File: config.mk
export PLATFORM = sky130hd
export DESIGN_NAME = vec_load_seq
export DESIGN_NICKNAME = d
export VERILOG_FILES = /design/src/rtl/vec_de_csr_defs.sv /design/src/rtl/vec_elem_pack.sv /design/src/rtl/vec_load_seq.sv
export SDC_FILE = /design/constraint.sdc
export NUM_CORES = 2
export LEC_CHECK = 0
export BUFFER_PORTS_ARGS = -buffer_cell sky130_fd_sc_hd__buf_2
export CAP_MARGIN = 20
export CORE_AREA = 2 2 665 667
export DETAILED_ROUTE_END_ITERATION = 8
export DIE_AREA = 0 0 667 669
export PLACE_DENSITY_LB_ADDON = 0.05
export SLEW_MARGIN = 20
export SYNTH_ARGS = -nofsm -noshare
export SYNTH_HDL_FRONTEND = slang
export SYNTH_SLANG_ARGS = --single-unit
File: constraint.sdc
create_clock -name clk -period 8.29 [get_ports clk]
set_clock_uncertainty 0.1 [all_clocks]
set_input_delay 0.4145 -clock clk [delete_from_list [all_inputs] [get_ports clk]]
set_output_delay 0.4145 -clock clk [all_outputs]
set_load 0.1 [all_outputs]
File: src/rtl/vec_de_csr_defs.sv
// Shared decode/CSR definitions for the vector load path: element-width encodings,
// VLMAX helpers and the load-sequencer state type.
package vec_de_csr_defs;

    localparam int VLEN_DEF = 512;

    localparam logic [2:0] W8  = 3'b000;
    localparam logic [2:0] W16 = 3'b101;
    localparam logic [2:0] W32 = 3'b110;

    typedef enum logic [2:0] {
        S_IDLE   = 3'd0,
        S_ISSUE  = 3'd1,
        S_WAIT   = 3'd2,
        S_COMMIT = 3'd3,
        S_FINISH = 3'd4
    } seq_state_t;

    // Returns 0 for an unsupported width encoding.
    function automatic logic [5:0] eew_bits(input logic [2:0] width);
        case (width)
            W8:      return 6'd8;
            W16:     return 6'd16;
            W32:     return 6'd32;
            default: return 6'd0;
        endcase
    endfunction

    // Elements per register at LMUL=1.
    function automatic int unsigned vlmax(input int unsigned vlen, input logic [2:0] width);
        logic [5:0] eew;
        eew = eew_bits(width);
        if (eew == 6'd0) return 0;
        return vlen / 32'(eew);
    endfunction

endpackage

File: src/rtl/vec_elem_pack.sv
// Pulls one element out of an aligned memory word and inserts it into the staging
// buffer at element index idx.
module vec_elem_pack
    import vec_de_csr_defs::*;
#(
    parameter int VLEN   = 512,
    parameter int MEM_DW = 32,
    parameter int IW     = 7
) (
    input  logic [VLEN-1:0]   buf_in,
    input  logic [MEM_DW-1:0] word,
    input  logic [1:0]        lane,
    input  logic [IW-1:0]     idx,
    input  logic [2:0]        width,
    output logic [VLEN-1:0]   buf_out
);

    logic [MEM_DW-1:0] elem;

    assign elem = word >> {lane, 3'b000};

    always_comb begin
        buf_out = buf_in;
        case (width)
            W8: begin
                for (int i = 0; i < VLEN / 8; i++)
                    if (i == int'(idx)) buf_out[i*8 +: 8] = elem[7:0];
            end
            W16: begin
                for (int i = 0; i < VLEN / 16; i++)
                    if (i == int'(idx)) buf_out[i*16 +: 16] = elem[15:0];
            end
            W32: begin
                for (int i = 0; i < VLEN / 32; i++)
                    if (i == int'(idx)) buf_out[i*32 +: 32] = elem[31:0];
            end
            default: ;
        endcase
    end

endmodule

File: src/rtl/vec_load_seq.sv
// Vector unit-stride / strided load sequencer: one element request per memory
// handshake, packs results into a staging buffer and commits it in one VRF write.
module vec_load_seq
    import vec_de_csr_defs::*;
#(
    parameter int XLEN   = 32,
    parameter int VLEN   = 512,
    parameter int MEM_DW = 32
) (
    input  logic              clk,
    input  logic              reset,
    input  logic              start_i,
    input  logic [XLEN-1:0]   base_addr_i,
    input  logic [XLEN-1:0]   stride_i,
    input  logic              strided_i,
    input  logic [2:0]        width_i,
    input  logic [XLEN-1:0]   vl_i,
    input  logic [4:0]        vd_addr_i,
    input  logic              vm_i,
    input  logic [VLEN-1:0]   v0_mask_i,
    input  logic [VLEN-1:0]   vd_old_i,
    output logic              mem_req_valid_o,
    input  logic              mem_req_ready_i,
    output logic [XLEN-1:0]   mem_addr_o,
    input  logic              mem_rsp_valid_i,
    input  logic [MEM_DW-1:0] mem_rsp_data_i,
    output logic              vrf_we_o,
    output logic [4:0]        vrf_waddr_o,
    output logic [VLEN-1:0]   vrf_wdata_o,
    output logic              busy_o,
    output logic              done_o,
    output logic              err_o,
    output logic [2:0]        dbg_state_o
);

    localparam int IW = $clog2(VLEN / 8) + 1;

    // Request handshake: mem_req_valid_o/mem_addr_o stay stable until the cycle
    // mem_req_ready_i is high; that cycle transfers the request and moves to WAIT.
    seq_state_t        state;
    logic [IW-1:0]     idx;
    logic [IW-1:0]     n_q;
    logic [XLEN-1:0]   addr;
    logic [XLEN-1:0]   step;
    logic [2:0]        width_q;
    logic              vm_q;
    logic [VLEN-1:0]   v0_q;
    logic [VLEN-1:0]   buf_q;
    logic [4:0]        vd_q;

    logic [5:0]        eew_start;
    logic              width_ok;
    logic [XLEN-1:0]   cap;
    logic [IW-1:0]     n_start;
    logic [XLEN-1:0]   step_start;
    logic [IW-1:0]     idx_nxt;
    logic              last;
    logic              skip;
    logic              misaligned;
    logic [VLEN-1:0]   packed_buf;

    assign eew_start  = eew_bits(width_i);
    assign width_ok   = (eew_start != 6'd0);
    assign cap        = XLEN'(vlmax(VLEN, width_i));
    assign n_start    = (vl_i < cap) ? IW'(vl_i) : IW'(cap);
    assign step_start = strided_i ? stride_i : XLEN'(eew_start >> 3);

    assign idx_nxt    = idx + 1'b1;
    assign last       = (idx_nxt == n_q);
    assign skip       = !vm_q && !v0_q[idx];
    assign misaligned = ((width_q == W16) && addr[0]) ||
                        ((width_q == W32) && (addr[1:0] != 2'b00));

    assign mem_req_valid_o = (state == S_ISSUE) && !skip && !misaligned;
    assign mem_addr_o      = addr;
    assign busy_o          = (state != S_IDLE);
    assign vrf_waddr_o     = vd_q;
    assign vrf_wdata_o     = buf_q;
    assign dbg_state_o     = state;

    vec_elem_pack #(
        .VLEN   (VLEN),
        .MEM_DW (MEM_DW),
        .IW     (IW)
    ) u_pack (
        .buf_in  (buf_q),
        .word    (mem_rsp_data_i),
        .lane    (addr[1:0]),
        .idx     (idx),
        .width   (width_q),
        .buf_out (packed_buf)
    );

    always_ff @(posedge clk or negedge reset) begin
        if (!reset) begin
            state    <= S_IDLE;
            idx      <= '0;
            n_q      <= '0;
            addr     <= '0;
            step     <= '0;
            width_q  <= '0;
            vm_q     <= 1'b0;
            v0_q     <= '0;
            buf_q    <= '0;
            vd_q     <= '0;
            vrf_we_o <= 1'b0;
            done_o   <= 1'b0;
            err_o    <= 1'b0;
        end else begin
            vrf_we_o <= 1'b0;
            done_o   <= 1'b0;
            err_o    <= 1'b0;
            case (state)
                S_IDLE: begin
                    if (start_i) begin
                        width_q <= width_i;
                        vm_q    <= vm_i;
                        v0_q    <= v0_mask_i;
                        buf_q   <= vd_old_i;
                        vd_q    <= vd_addr_i;
                        step    <= step_start;
                        n_q     <= n_start;
                        idx     <= '0;
                        addr    <= base_addr_i;
                        if (!width_ok) begin
                            state  <= S_FINISH;
                            done_o <= 1'b1;
                            err_o  <= 1'b1;
                        end else if (n_start == '0) begin
                            state  <= S_FINISH;
                            done_o <= 1'b1;
                        end else begin
                            state <= S_ISSUE;
                        end
                    end
                end
                S_ISSUE: begin
                    if (skip) begin
                        idx  <= idx_nxt;
                        addr <= addr + step;
                        if (last) begin
                            state    <= S_COMMIT;
                            vrf_we_o <= 1'b1;
                        end
                    end else if (misaligned) begin
                        state  <= S_FINISH;
                        done_o <= 1'b1;
                        err_o  <= 1'b1;
                    end else if (mem_req_ready_i) begin
                        state <= S_WAIT;
                    end
                end
                S_WAIT: begin
                    if (mem_rsp_valid_i) begin
                        buf_q <= packed_buf;
                        idx   <= idx_nxt;
                        addr  <= addr + step;
                        if (last) begin
                            state    <= S_COMMIT;
                            vrf_we_o <= 1'b1;
                        end else begin
                            state <= S_ISSUE;
                        end
                    end
                end
                S_COMMIT: begin
                    state  <= S_FINISH;
                    done_o <= 1'b1;
                end
                S_FINISH: begin
                    state <= S_IDLE;
                end
                default: begin
                    state <= S_IDLE;
                end
            endcase
        end
    end

endmodule

# Word level (Yosys, flattened, before mapping)
# Cells that the tools add are included.
# word_totals
input_bits,1167
out_inout_bits,557
reg_bits,733
word_cells,513
# classes
mux,154
n_eq_ne,189
n_lt_le_gt_ge,2
n_addsub,2
div,1
n_reduce_logical,88
shift,1
# ops
operator,count
one-hot mux 512 bit (3 select lines),1
2-to-1 mux 512 bit,2
one-hot mux 512 bit (2 select lines),1
2-to-1 mux 32 bit,21
2-to-1 mux 16 bit,32
2-to-1 mux 8 bit,64
AND reduction 7 bit,64
!= test 3 x 2 -> 1 bit (second input constant),112
== test 7 bit (first input constant),32
== test 6 x 7 -> 1 bit (first input constant),16
one-hot mux 32 bit (3 select lines),1
== test 5 x 7 -> 1 bit (first input constant),8
adder 32 bit,1
divider 10 x 6 -> 32 bit (first input constant),1
< comparator 32 bit,1
right shift 32 x 5 -> 32 bit,1
== test 4 x 7 -> 1 bit (first input constant),4
2-to-1 mux 7 bit,4
2-to-1 mux 3 bit,8
one-hot mux 7 bit (3 select lines),1
one-hot mux 6 bit (3 select lines),1
== test 3 x 7 -> 1 bit (first input constant),2
logical NOT 7 bit,2
== test 3 bit (second input constant),4
other kinds (26),53

# Logic depth before layout (Yosys ltp)
# logic_depth
depth_word,12
mapped_depth,41
depth_no_buf,37

# Cells and area by module
# Synthesis repeated with hierarchy kept, for this count alone.
# hier_totals
hier_cells,6218
area_unflattened_um2,47678.2
# by_module_without_submodules
mod,seq_area_each_um2,n_inst,cells_each,area_each_um2
vec_load_seq,18342.6,1,4269,35412.7
vec_elem_pack,0.0,1,1949,12265.5

# Worst setup path before layout
# OpenSTA, ideal clock, no wires.
# synth_timing
kind,input-to-reg
start,input width_i[1]
end,"register state[2], in the netlist dbg_state_o[2]"
required_time_ps,8105
setup_slack_ps,-86
setup_ps,85
arrival_time_ps,8192
stages,41
n_path_buf,5
cell_sequence,buf_4 and3b_1 inv_1 ha_1 clkbuf_1 clkbuf_1 clkbuf_1 clkbuf_1 ha_1 nor3_1 o211ai_1 a21o_1 a31oi_2 nor3_4 nor2_1 ha_1 nor2_1 o21bai_1 [5 not listed] a21o_1 ha_1 a21oi_1 and2_1 a32oi_1 nor4_2 o211a_1 a211oi_1 o31ai_1 ha_1 o41a_1 o21ai_0 nand2b_1 a311oi_1 nand3_1 a211oi_1 a22oi_1 o21ai_0
# synth_via
elab_chain_len,12
elab_cells_between_ends,16
classes_between,div: 1; order compare: 1; eq/ne: 2; mux: 8; reduce/logical: 4
# synth_lines
item,line,text
start: declaration,vec_load_seq.sv:16,"input logic [2:0] width_i,"
== test 3 bit / logical NOT 3 bit (equally long branches),vec_de_csr_defs.sv:21,case (width)
one-hot mux 6 bit (3 select lines) (*),vec_de_csr_defs.sv:21,
"parallel branches: the longest is 7 deep, another holds divider 10 x 6 -> 32 bit",n/a,
2-to-1 mux 3 bit (*),vec_load_seq.sv:125,if (!width_ok) begin
2-to-1 mux 3 bit (*),vec_load_seq.sv:115,if (start_i) begin
one-hot mux 3 bit (4 select lines) (*),vec_load_seq.sv:113,case (state)
end signal: assignment,vec_load_seq.sv:126,state <= S_FINISH;
end signal: assignment,vec_load_seq.sv:130,state <= S_FINISH;
end signal: assignment,vec_load_seq.sv:133,state <= S_ISSUE;
end: declaration,vec_load_seq.sv:40,seq_state_t state;
# Every way passes the cells marked *. The select of a mux whose other input is x is not followed.
# A chain may end at the register's enable or synchronous reset.

# Final worst setup path
# layout_timing
start,input width_i[0]
end,register n_q[5]
# layout_via
elab_chain_len,7
elab_cells_between_ends,10
classes_between,div: 1; order compare: 1; eq/ne: 2; mux: 4; reduce/logical: 2
# layout_lines
item,line,text
== test 3 bit / logical NOT 3 bit (equally long branches),vec_de_csr_defs.sv:21,
one-hot mux 6 bit (3 select lines) (*),vec_de_csr_defs.sv:21,
"parallel branches: the longest is 2 deep, another holds divider 10 x 6 -> 32 bit",n/a,
2-to-1 mux 32 bit (*),vec_de_csr_defs.sv:34,return vlen / 32'(eew);
< comparator 32 bit,vec_load_seq.sv:65,assign n_start = (vl_i < cap) ? IW'(vl_i) : IW'(cap);
2-to-1 mux 7 bit (*),vec_load_seq.sv:65,
end signal: assignment,vec_load_seq.sv:122,n_q <= n_start;
end: declaration,vec_load_seq.sv:42,logic [IW-1:0] n_q;
# Every way passes the cells marked *.

==> results.txt <==
drt total wl = 334.9 mm
maximum buffer depth of the clock tree = 4
first-pass GRT wire length = 432.5 mm
clk root buf = clkbuf_16
Final Cycle Share = 92.65%
# DRC = 0
chip width = 667 µm
fmax = 0.1302 GHz
Vias = 40,330
Post-synth top flop = dfrtp_1
Initial Utilization = 8.122%
Die ar. = 446,200 µm²
Critical-path top delay cell = or4_4
worst path required time = 8990 ps
post-route insts no fill = 12,240
initial drt markers = 1,863
top-area cell type share of the netlist area = 51.37%
Core Rows = 244
GPL Wtd Cong = 0.7905
clock latency on the worst-skew pair = 920 ps
layout cells sized above 1 = 29.29%
area leader, netlist = dfrtp_1
Final setup viols = 0
max-cap violations = 0
reg2reg path depth = 10
IR drop worst, VDD = 0.0002199 V
Syn. warnings = 0
status = finished, final reports clean
r2r setup slk = 2780 ps
synthesized area per cell = 8.570 µm²
vias in the first global route = 42,570
largest net degree at the start of global routing = 158
Hold Path Class = input port to register
Via density = 3.294
H-tree levels = 3
final hold vios = 0
FILL cells = 50,580
Multi-input gate area = 16,530 µm²
Worst-path clk slew = 60 ps
Post-Place Cells = 11,190
TritonRoute pass-1 iters = 5
Post-DP HPWL = 267.7 mm
main area contributors after synthesis = dfrtp_1 51%, nand2_1 12%, a21oi_1 9.3%
Routed Antenna Nets = 0
Post-Syn Area = 35,700 µm²
slew at the pin with the worst max-slew slack = 1110 ps
Yosys reg bits = 733
core area = 439,600 µm²
number of synthesized flops with an enable pin = 0
max_slew headroom = 26.01%
Sink Count = 733
Period minus WS final = 7681 ps
Worst Setup Path Type = input port to register
Seq/Total Area, Yosys = 51.37%
register area = 18,350 µm²
Yosys cell types = 85
post-synthesis async set-or-reset flop share = 100.0%
DR WL/cell = 27.36 µm
CTS tree = built
slowest stage delay, CP = 580 ps
type of origin of the critical path = input port
CP Capture Type = register
Slew Limit Fails = 0
Num CTS Buffers = 123
gr usage total = 14.45%
Syn Inst Count = 4,166
PnR Total Power = 32,540 µW
I/O pin cnt = 1,724
fin nets = 7,522
total grt overflow = 0
net count after synthesis = 5,383
Die Y = 669 µm
area grow syn2layout = 74.79%
WP data arrival = 8380 ps
Port Buf Inserts = 1,339
initial antenna violation count = 158
worst-path fanout max = 7
LEAKAGE = 0.02765 µW
cell area power density = 521.4 nW/µm²
CP most frequent cell = buf_4
hold path depth = 4
DP Area = 50,380 µm²
design area = 62,410 µm²
RSZ-0062 raised after global routing = no
-- critical path: cells and delay by family --
kind | cells | cell delay, ps
buf+inv | 8 | 2050
xor+xnor | 1 | 220
fa+ha+maj | 3 | 700
compound gates | 15 | 2750
simple gates | 13 | 2230
-- stage by stage --
stage | worst slack [ps] | util [%] | hold slack [ps] | TNS (ps)
2_1_floorplan | 55.61 | - | 18.91 | 0
3_3_place_gp | -510.6 | 11.46 | 265.1 | -3541
3_5_place_dp | -504.0 | 11.46 | 268.1 | -3109
4_1_cts | 190.8 | 14.14 | 1.266 | 0
5_1_grt | 11.21 | 14.18 | 76.89 | 0
6_report | 608.9 | 14.20 | 91.92 | 0
-- layout make-up --
class / count / share of cell area (%)
sequential: 733 / 29.41
multi-input combinational: 3120 / 26.49
timing repair buffer: 2299 / 25.61
tap: 5781 / 11.59
clock buffer: 186 / 5.874
clock inverter: 35 / 0.6295
antenna: 60 / 0.2406
inverter: 28 / 0.1684
-- path summary, 6_finish.rpt --
| kind | startpoint | endpoint |
|---|---|---|
| min reg2reg | v0_q[33] | v0_q[33] |
| max in group asynchronous | reset | vrf_wdata_o[174] |
| min in group asynchronous | reset | vrf_wdata_o[382] |
| min | strided_i | step[27] |
| max reg2reg | idx[0] | vrf_we_o |
| max | width_i[0] | n_q[5] |
-- per-layer routing --
metal / wire length (µm) / part of all wire (%) / vias up / track usage, %
met1: 137600 / 41 / 19890 / 17.10
met2: 169400 / 51 / 1187 / 26.21
met3: 19940 / 6.0 / 414 / 3.637
li1: - / - / 18740 / -
met5: 586 / 0.17 / - / 0
met4: 7440 / 2.2 / 94 / 2.900
-- cells by family after synthesis --
group | after synthesis | synth area share [%]
AOI/OAI and AO/OA | 1440 | 21.56
xor gates and xnor gates | 52 | 1.276
DFF | 733 | 51.37
adders and majority gates | 50 | 1.773
other | 1 | 0.01050
and+or+nand+nor | 1498 | 16.89
buffers and inverters | 313 | 3.378
muxes | 79 | 3.739
-- cell usage in the layout (no fill, tap or decap), types with 26 or more instances in the layout --
master,instances
buf_4,182
dlygate4sd3_1,768
a21oi_1,643
buf_2,1338
mux4_2,42
nand3_1,65
nor2_1,153
inv_1,26
dfrtp_1,728
xnor2_1,34
diode_2,60
clkbuf_8,33
o21ai_0,606
clkbuf_1,29
ha_1,46
nand2_1,1151
clkbuf_16,124
-- power breakdown --
| part | leakage [µW] | internal, µW | total [µW] | switching (µW) |
|---|---|---|---|---|
| logic | 0.0166 | 3580 | 20300 | 16800 |
| registers | 0.00902 | 5340 | 6730 | 1390 |
| clock network | 0.00201 | 3230 | 5470 | 2240 |
| total | 0.0276 | 12200 | 32500 | 20400 |
-- registers in the layout, indices dropped and copies added, names as in the netlist --
name	cells
vrf_wdata_o	512
vrf_waddr_o	5
done_o	1
idx	7
err_o	1
vm_q	1
n_q	7
mem_addr_o	32
v0_q	128
step	32
width_q	3
dbg_state_o	3
vrf_we_o	1
-- cells in the mapped netlist, types with 21 or more instances --
cell and count:
mux2i_1 24, xnor2_1 34, nand2_1 1154, dfrtp_1 733, ha_1 49, mux4_2 42, a21oi_1 661, nor2_1 156
inv_1 26, nand3_1 66, nor3_1 21, clkbuf_1 264, o21ai_0 607, a31oi_1 22
-- repair_timing --
item	CTS	global route
setup endpoints to repair	0	7
setup buffers	0	2
gates resized for setup	0	15
hold buffers	769	0
endpoints found under the hold margin	1061	0
(Power assumes the default switching activity.)
